### config.mk
export PLATFORM = sky130hd
export DESIGN_NAME = lsu
export DESIGN_NICKNAME = d
export VERILOG_FILES = /design/src/rtl/decoder_pkg.sv /design/src/rtl/lsu_pkg.sv /design/src/rtl/lsu_load_align.sv /design/src/rtl/lsu.sv
export SDC_FILE = /design/constraint.sdc
export NUM_CORES = 1
export LEC_CHECK = 0
export CORE_AREA = 2 2 81 83
export DETAILED_ROUTE_END_ITERATION = 7
export DIE_AREA = 0 0 83 85
export HOLD_SLACK_MARGIN = 0.15
export PLACE_DENSITY = 0.84
export SETUP_SLACK_MARGIN = 0.5
export SLEW_MARGIN = 20
export SYNTH_ARGS = -nofsm -noshare
export SYNTH_HDL_FRONTEND = slang
export SYNTH_SLANG_ARGS = --single-unit
### constraint.sdc
create_clock -name clk_i -period 2.6 [get_ports clk_i]
set_input_delay 0.39 -clock clk_i [delete_from_list [all_inputs] [get_ports clk_i]]
set_output_delay 0.39 -clock clk_i [all_outputs]
set_load 0.01 [all_outputs]
### src/rtl/decoder_pkg.sv
// rtl/decoder_pkg.sv - shared decoder constants: load/store size encodings (funct3)
package decoder_pkg;

  localparam logic [2:0] LDST_B  = 3'd0;
  localparam logic [2:0] LDST_H  = 3'd1;
  localparam logic [2:0] LDST_W  = 3'd2;
  localparam logic [2:0] LDST_BU = 3'd4;
  localparam logic [2:0] LDST_HU = 3'd5;

endpackage

### src/rtl/lsu_pkg.sv
// rtl/lsu_pkg.sv - load-store unit types
package lsu_pkg;

  typedef enum logic {
    IDLE = 1'b0,
    WAIT = 1'b1
  } lsu_state_t;

endpackage

### src/rtl/lsu_load_align.sv
// rtl/lsu_load_align.sv - selects the addressed byte/half of a memory word and extends it
module lsu_load_align
  import decoder_pkg::*;
(
  input  logic [31:0] mem_rd_i,
  input  logic [2:0]  size_i,
  input  logic [1:0]  off_i,
  output logic [31:0] rd_o
);

  logic [31:0] shifted;
  logic [7:0]  byte_v;
  logic [15:0] half_v;

  // Lane select by shifting the addressed byte down to bit 0.
  assign shifted = mem_rd_i >> {off_i, 3'b000};
  assign byte_v  = shifted[7:0];
  assign half_v  = off_i[1] ? mem_rd_i[31:16] : mem_rd_i[15:0];

  always_comb begin
    rd_o = 32'd0;
    case (size_i)
      LDST_B:  rd_o = {{24{byte_v[7]}}, byte_v};
      LDST_BU: rd_o = {24'd0, byte_v};
      LDST_H:  rd_o = {{16{half_v[15]}}, half_v};
      LDST_HU: rd_o = {16'd0, half_v};
      LDST_W:  rd_o = mem_rd_i;
      default: rd_o = 32'd0;
    endcase
  end

endmodule

### src/rtl/lsu.sv
// rtl/lsu.sv - load-store unit: core requests to word-addressed memory with byte enables
module lsu
  import decoder_pkg::*;
  import lsu_pkg::*;
(
  input  logic        clk_i,
  input  logic        rst_i,
  input  logic        core_req_i,
  input  logic        core_we_i,
  input  logic [2:0]  core_size_i,
  input  logic [31:0] core_addr_i,
  input  logic [31:0] core_wd_i,
  output logic [31:0] core_rd_o,
  output logic        core_stall_o,
  output logic        core_misalign_o,
  output logic        mem_req_o,
  output logic        mem_we_o,
  output logic [3:0]  mem_be_o,
  output logic [31:0] mem_addr_o,
  output logic [31:0] mem_wd_o,
  input  logic [31:0] mem_rd_i,
  input  logic        mem_ready_i
);

  lsu_state_t  state_q, state_d;
  logic [1:0]  off;
  logic        is_b, is_h, is_w;
  logic        misalign;
  logic        go;
  logic [31:0] aligned_rd;

  assign off = core_addr_i[1:0];

  always_comb begin
    is_b = 1'b0;
    is_h = 1'b0;
    is_w = 1'b0;
    case (core_size_i)
      LDST_B, LDST_BU: is_b = 1'b1;
      LDST_H, LDST_HU: is_h = 1'b1;
      LDST_W:          is_w = 1'b1;
      default:         ;
    endcase
  end

  assign misalign = core_req_i & ((is_h & off[0]) | (is_w & (off != 2'b00)) | ~(is_b | is_h | is_w));
  assign go       = core_req_i & ~misalign;

  always_ff @(posedge clk_i) begin
    if (rst_i) state_q <= IDLE;
    else       state_q <= state_d;
  end

  // A dropped request in WAIT (core flush) abandons the access.
  always_comb begin
    state_d = state_q;
    case (state_q)
      IDLE: if (go) state_d = WAIT;
      WAIT: if (mem_ready_i || !go) state_d = IDLE;
      default: state_d = IDLE;
    endcase
  end

  lsu_load_align u_load_align (
    .mem_rd_i (mem_rd_i),
    .size_i   (core_size_i),
    .off_i    (off),
    .rd_o     (aligned_rd)
  );

  always_comb begin
    core_misalign_o = misalign;
    core_stall_o    = go & ~((state_q == WAIT) & mem_ready_i);
    mem_req_o       = go;
    mem_we_o        = go & core_we_i;
    mem_addr_o      = core_addr_i;
    mem_be_o        = 4'b0000;
    mem_wd_o        = 32'd0;
    core_rd_o       = 32'd0;
    if (go) begin
      if (is_b) begin
        mem_be_o = 4'b0001 << off;
        mem_wd_o = {4{core_wd_i[7:0]}};
      end else if (is_h) begin
        mem_be_o = off[1] ? 4'b1100 : 4'b0011;
        mem_wd_o = {2{core_wd_i[15:0]}};
      end else begin
        mem_be_o = 4'b1111;
        mem_wd_o = core_wd_i;
      end
      if (!core_we_i) core_rd_o = aligned_rd;
    end
  end

endmodule

### Word level (Yosys, flattened, before mapping)

Index checks and enable logic that the tools add are counted.

* RAM bits: 0
* output and inout port bits: 104
* ROM bits: 0
* input bits: 104
* latch bits: 0
* memories kept: 0
* logic and storage cells: 45
* flip-flop bits (word level): 1

* $mul: 0
* eq/ne operators: 4
* magnitude comparators: 0
* div/mod/pow operators: 0
* bitwise logic cells: 15
* add/sub/neg operators: 0
* shift-type cells: 2
* multiplexer cells: 17
* reductions and logical operators: 6

Operator list (count)
* 32-bit 2-to-1 mux: 5
* 32-bit case mux with 5 select lines: 1
* 32-bit by 5-bit >> shifter with 8-bit output: 1
* 16-bit 2-to-1 mux: 1
* 4-bit 2-to-1 mux: 4
* 1-bit bitwise AND: 7
* 3-bit == test, second input constant: 2
* 1-bit 2-to-1 mux: 5
* 1-bit NOT: 4
* 1-bit bitwise OR: 4
* 2-bit OR reduction: 2
* 1-bit by 2-bit left shift with 4-bit output, first input constant: 1
* 3-bit by 1-bit == test with 1-bit output, second input constant: 1
* 3-bit by 2-bit == test with 1-bit output, second input constant: 1
* 3-bit logical NOT: 1
* 1-bit case mux with 2 select lines: 1
* 2-bit nonzero test: 1
* 1-bit logical NOT: 1
* 1-bit logical OR: 1

### Logic depth before layout (Yosys ltp)

Gate-level depths: netlist (run 1).

* depth after elaboration: 14
* mapped depth: 6
* depth with buffers taken out: 4

### By module

Synthesis (run 1) repeated with hierarchy kept, for this count alone.

* cell total of the unflattened synthesis: 289
* area total of the unflattened synthesis: 1955.6 um^2

By module, submodules not included
* lsu: times used 1, area an instance 1133.6 um^2, cells an instance 178
* lsu_load_align: times used 1, area an instance 822.0 um^2, cells an instance 111

### Least setup slack after synthesis (run 1)

Ideal clock, no wire load.

* path type: input -> output
* from: input core_addr_i[0]
* to: output core_rd_o[0]
* required time: 2.210 ns
* path slack: 0.520 ns
* stages on the path: 5
* arrival: 1.690 ns
* cells stage by stage: buf_2 -> nor2b_1 -> buf_2 -> mux4_2 -> a32o_1

* longest elaborated chain between the ends: 8

RTL lines
* start, declared: RTL line lsu.sv:11 `input logic [31:0] core_addr_i,`
* parallel branches: the longest is 7 deep, another holds 32-bit by 5-bit >> shifter with 8-bit output
* 32-bit 2-to-1 mux (*): RTL line lsu.sv:80 `if (go) begin`
* end, declared: RTL line lsu.sv:13 `output logic [31:0] core_rd_o,`

Every way passes the cells marked *.

### Worst setup path in the final report (run 1)

* from: input core_addr_i[1]
* to: output core_rd_o[7]

Same word-level chain as after synthesis.

==> results of run 1 <==
cell type report:
cell class	count	area (sq um)
multi-input combinational	189	1555
sequential	1	20.02
tap	77	96.34
timing repair inverter	1	7.507
fill	587	2620
inverter	4	15.01
timing repair buffer	214	1891
routing by layer:
layer  share of wire (%)  up-vias
met5                   0        -
met4                 3.4        0
met3                 7.2       31
met2                  53      146
met1                  36     1236
li1                    -     1172
how the worst max path moves through the flow:
stage                     depth (start not counted)            from  slack, ps      endpoint
after floorplan                                   5  core_addr_i[0]        520  core_rd_o[0]
after global placement                            7  core_addr_i[0]       -340  mem_wd_o[28]
after detailed placement                          7  core_addr_i[0]       -400  mem_wd_o[28]
after CTS                                         8  core_addr_i[1]        370  core_rd_o[5]
after global routing                             10  core_addr_i[1]        220  core_rd_o[7]
final                                            10  core_addr_i[1]        320  core_rd_o[7]
repair_timing:
action / in CTS / in global routing
resized for setup: 321 / 107
cloned: 4 / 2
endpoints found under the setup margin: 73 / 66
buffers inserted: 22 / 6
pin swaps: 11 / 17
hold endpoints to repair: 0 / 0
power by group:
part	switching (mW)	internal, mW
clock	0	0
combinational	0.247	0.315
sequential	0.000428	0.0163
total	0.248	0.331
placed cells by master (no fill, tap or decap), types with 8 or more instances in the layout:
master and instances:
a21oi_2 30, mux4_2 8, a22oi_1 8, buf_2 56
nand2_1 49, a21oi_1 12, clkdlybuf4s50_1 64, buf_6 40
mux2_2 15, mux2i_1 8, buf_4 39
kinds of logic after synthesis:
logic type / count (synthesis) / synth area share (%)
buf+inv: 56 / 20.57
flops: 1 / 1.210
mux: 33 / 27.31
simple gates: 83 / 23.30
compound gates: 73 / 27.61
==> impl_metrics.ini, run 1 <==
[status]
outcome = complete, no violations

[global_route]
antenna_found_initial = 0
grt.total_usage_pct = 22.15
use_met1_pct = 22.97
grt_max_degree = 32
grt-busiest-layer = met2
grt_pass1_vias = 2495
grtUsageMet2_pct = 44.72
grtUsageMet3_pct = 3.405
gr-total-overflow = 0
grt_first_pass_wirelength_mm = 12.79

[sta]
hold_violations = 0
timing.fmax_mhz = 438.0
setup_viol = 0
layout_setup_ws_ps = 316.9
slew_headroom_pct = 71.19
rsz0062_at_grt = yes
min_period_over_period_pct = 87.81
worst_pin_slew_ps = 430.5
drv_slew = 0
hold_ws_ps = 452.9
final.setup.tns_ps = 0
skew_ps = 0
min_period_ps = 2283

[final_layout]
nNetsFinal = 515
reg_top3 = state_q: 1 flops
stdcell_count = 486
fin_area_sq_mm = 0.003585
n_antenna_cell = 0
area_growth_pct = 116.7
postLayoutCoreUtil_pct = 57.77
layout-drive-gt1-share_pct = 55.99
regMostFlops = state_q
largest_reg_flops = 1

[die]
core_sq_mm = 0.006205
io_pins = 208
die_x_um = 83
die-area_sq_mm = 0.007055
die_y_um = 85
row_count = 29
start_util_pct = 26.66

[synthesis]
synth_seq_cells = 1
ys_seq_area_share_pct = 1.210
synthCells = 246
synth.area.top_cells = buf_4, a21oi_1, mux2_2
syn_area_per_cell_sq_um = 6.724
synthArstFlopShare_pct = 0
synth_common_cells = nand2_1, a21oi_1, buf_4
ys.warnings.count = 0
synthesis.nets = 350
yosysTopAreaCell = buf_4
syn_area_sq_mm = 0.001654
yosysUniqueCellTypes = 35
synthFlopType = dfxtp_1
synth.top_cell.area_share_pct = 14.52
synth_edf_count = 0
yosysMostFrequentCell = nand2_1

[critical_path]
path_max_fanout = 9
critPathTopFamily = buffers and inverters
rrSetupSlack_ps = 2020
rr_startpoint = state_q
cp_cell_sequence = buf_6 -> buf_8 -> buf_12 -> nor4_4 -> buf_4 -> buf_4 -> o211ai_1 -> buf_4 -> a31oi_1 -> buf_2
path_buf_inv = 7
cp_slowest_stage_delay_ps = 330
rr_endpoint = state_q
slowest_stage = nor4_4
crit_required_ps = 2210
cp.arrival_ps = 1890
setup.worst_path.end_class = output pin
crit_path_frequent_cell = buf_4
worstSetupPathType = primary input to output pin
worst_setup_path_start_kind = primary input
rr_worst_depth = 1

[place]
dpl.hpwl_mm = 6.278
placed_area_sq_mm = 0.003187
gp_congestion = 0.9307
io_buffers = 147
dp_slack_ps = -401.6
post-place-cells = 452

[pwr]
powerDensity_mw_per_mm2 = 161.6
power.total_mw = 0.5792
p_leak_nw = 1.582
vdd_ir_drop_max_v = 0.0001122

[route]
drtIter0Drc = 56
drtPass1Iterations = 4
routed_wl_mm = 8.916
via_per_inst = 5.319
drc = 0
wl_per_cell_um = 18.35
antenna_left = 0
vias = 2585

[min_path]
hp-start = state_q
min_to = state_q
min_path_cells = 1
min_path_type = flip-flop to flip-flop

[clocking]
clkTransAtPathRegs_ps = 0
cts_hold_buf = 0
insertion_delay_ps = 0

[run]
drv_cap = 0
Power figures use the tool's default switching activity.
==> run 2, diff against run 1 <==
--- a/constraint.sdc
+++ b/constraint.sdc
@@ -3,2 +3,2 @@
 set_output_delay 0.39 -clock clk_i [all_outputs]
-set_load 0.01 [all_outputs]
+set_load 0.05 [all_outputs]
==> impl_metrics.ini, run 2 (synthesized netlist as in run 1, its figures left out) <==
[sta]
min_period_ps = 2200
rsz0062_at_grt = yes
hold_ws_ps = 516.5
final.setup.tns_ps = 0
drv_slew = 0
setup_viol = 0
skew_ps = 0
worst_pin_slew_ps = 453.8
layout_setup_ws_ps = 400.5
hold_violations = 0
min_period_over_period_pct = 84.60
slew_headroom_pct = 69.63
timing.fmax_mhz = 454.6

[route]
routed_wl_mm = 9.638
wl_per_cell_um = 21.14
wl_met1_mm = 3.628
via_per_inst = 5.366
drtPass1Iterations = 4
vias = 2447
dr_wl_met3_um = 443
drc = 0
drtIter0Drc = 106
antenna_left = 0
wl_met2_mm = 5.395
highest_layer = met4

[critical_path]
worst_setup_path_start_kind = primary input
worstSetupPathType = primary input to output pin
cp.arrival_ps = 1810
crit_required_ps = 2210
setup.worst_path.end_class = output pin
path_max_fanout = 11

[die]
die_y_um = 85
start_util_pct = 26.66
io_pins = 208
core_sq_mm = 0.006205
row_count = 29
die-area_sq_mm = 0.007055
die_x_um = 83

[final_layout]
layout-drive-gt1-share_pct = 60.42
largest_reg_flops = 1
fin_area_sq_mm = 0.004641
layout_common_cells = buf_12, clkdlybuf4s50_1, nand2_1, a21oi_4, buf_4
regMostFlops = state_q
postLayoutCoreUtil_pct = 74.79
nNetsFinal = 485
area_growth_pct = 180.6
reg_top3 = state_q: 1 flops
stdcell_count = 456
n_antenna_cell = 0
final_common_cell = buf_12

[place]
post-place-cells = 444
gp_congestion = 0.8970
placed_area_sq_mm = 0.004322
io_buffers = 147
dpl.hpwl_mm = 7.107
dp_slack_ps = -220.6

[pwr]
vdd_ir_drop_max_v = 0.0001180
p_clk_share_pct = 0
seqPwrFrac_pct = 2.0
p_int_mw = 0.4100
p_sw_mw = 0.4252
comb_power_share_pct = 98.0
power.total_mw = 0.8353
powerDensity_mw_per_mm2 = 180.0
netSwitchingFraction_pct = 50.91
p_leak_nw = 1.695

[global_route]
grt_pass1_vias = 2598
gr-total-overflow = 0
antenna_found_initial = 0
grt_first_pass_wirelength_mm = 14.30
grt.total_usage_pct = 24.74
grt_max_degree = 33

[clocking]
clkTransAtPathRegs_ps = 0
insertion_delay_ps = 0

[run]
drv_cap = 0

[min_path]
min_path_type = flip-flop to flip-flop

[status]
outcome = complete, no violations
run 2: worst paths after layout:
kind,from,to,slack (ps),depth (start not counted)
hold / removal,state_q,state_q,520,1
setup reg to reg,state_q,state_q,1970,1
hold reg to reg,state_q,state_q,520,1
setup / recovery,core_size_i[0],mem_wd_o[2],400,8
run 2: final cells by class:
type,count,area [sq um]
timing repair buffer,185,2557
multi-input combinational,189,1949
sequential,1,20.02
fill,398,1564
inverter,4,17.52
tap,77,96.34
run 2: power by group through the flow:
stage / clock (mW) / sequential [mW] / combinational, mW
after global placement: 0 / 0.0169 / 0.742
after CTS: 0 / 0.0170 / 0.795
after floorplan: 0 / 0.0169 / 0.513
final: 0 / 0.0171 / 0.818
after global routing: 0 / 0.0170 / 0.851
after detailed placement: 0 / 0.0170 / 0.758
run 2: worst max-delay path: stages:
cell	delay [ps]
buf_8	80
buf_4	190
nor4_4	70
buf_4	140
o21ai_4	390
inv_4	120
and2_2	230
buf_4	190
run 2: layer usage:
layer  vias up  GRT usage [%]
li1       1126              -
met1      1208          30.26
met2        93          46.99
met3        20          2.724
met4         0          4.471
met5         -              0
run 2: repair_timing:
| item | CTS | global route |
|---|---|---|
| resized for setup | 57 | 13 |
| setup endpoints to repair | 73 | 61 |
| pin swaps | 13 | 3 |
| setup buffers | 7 | 0 |
| hold buffers | 0 | 0 |
| cloned | 3 | 2 |
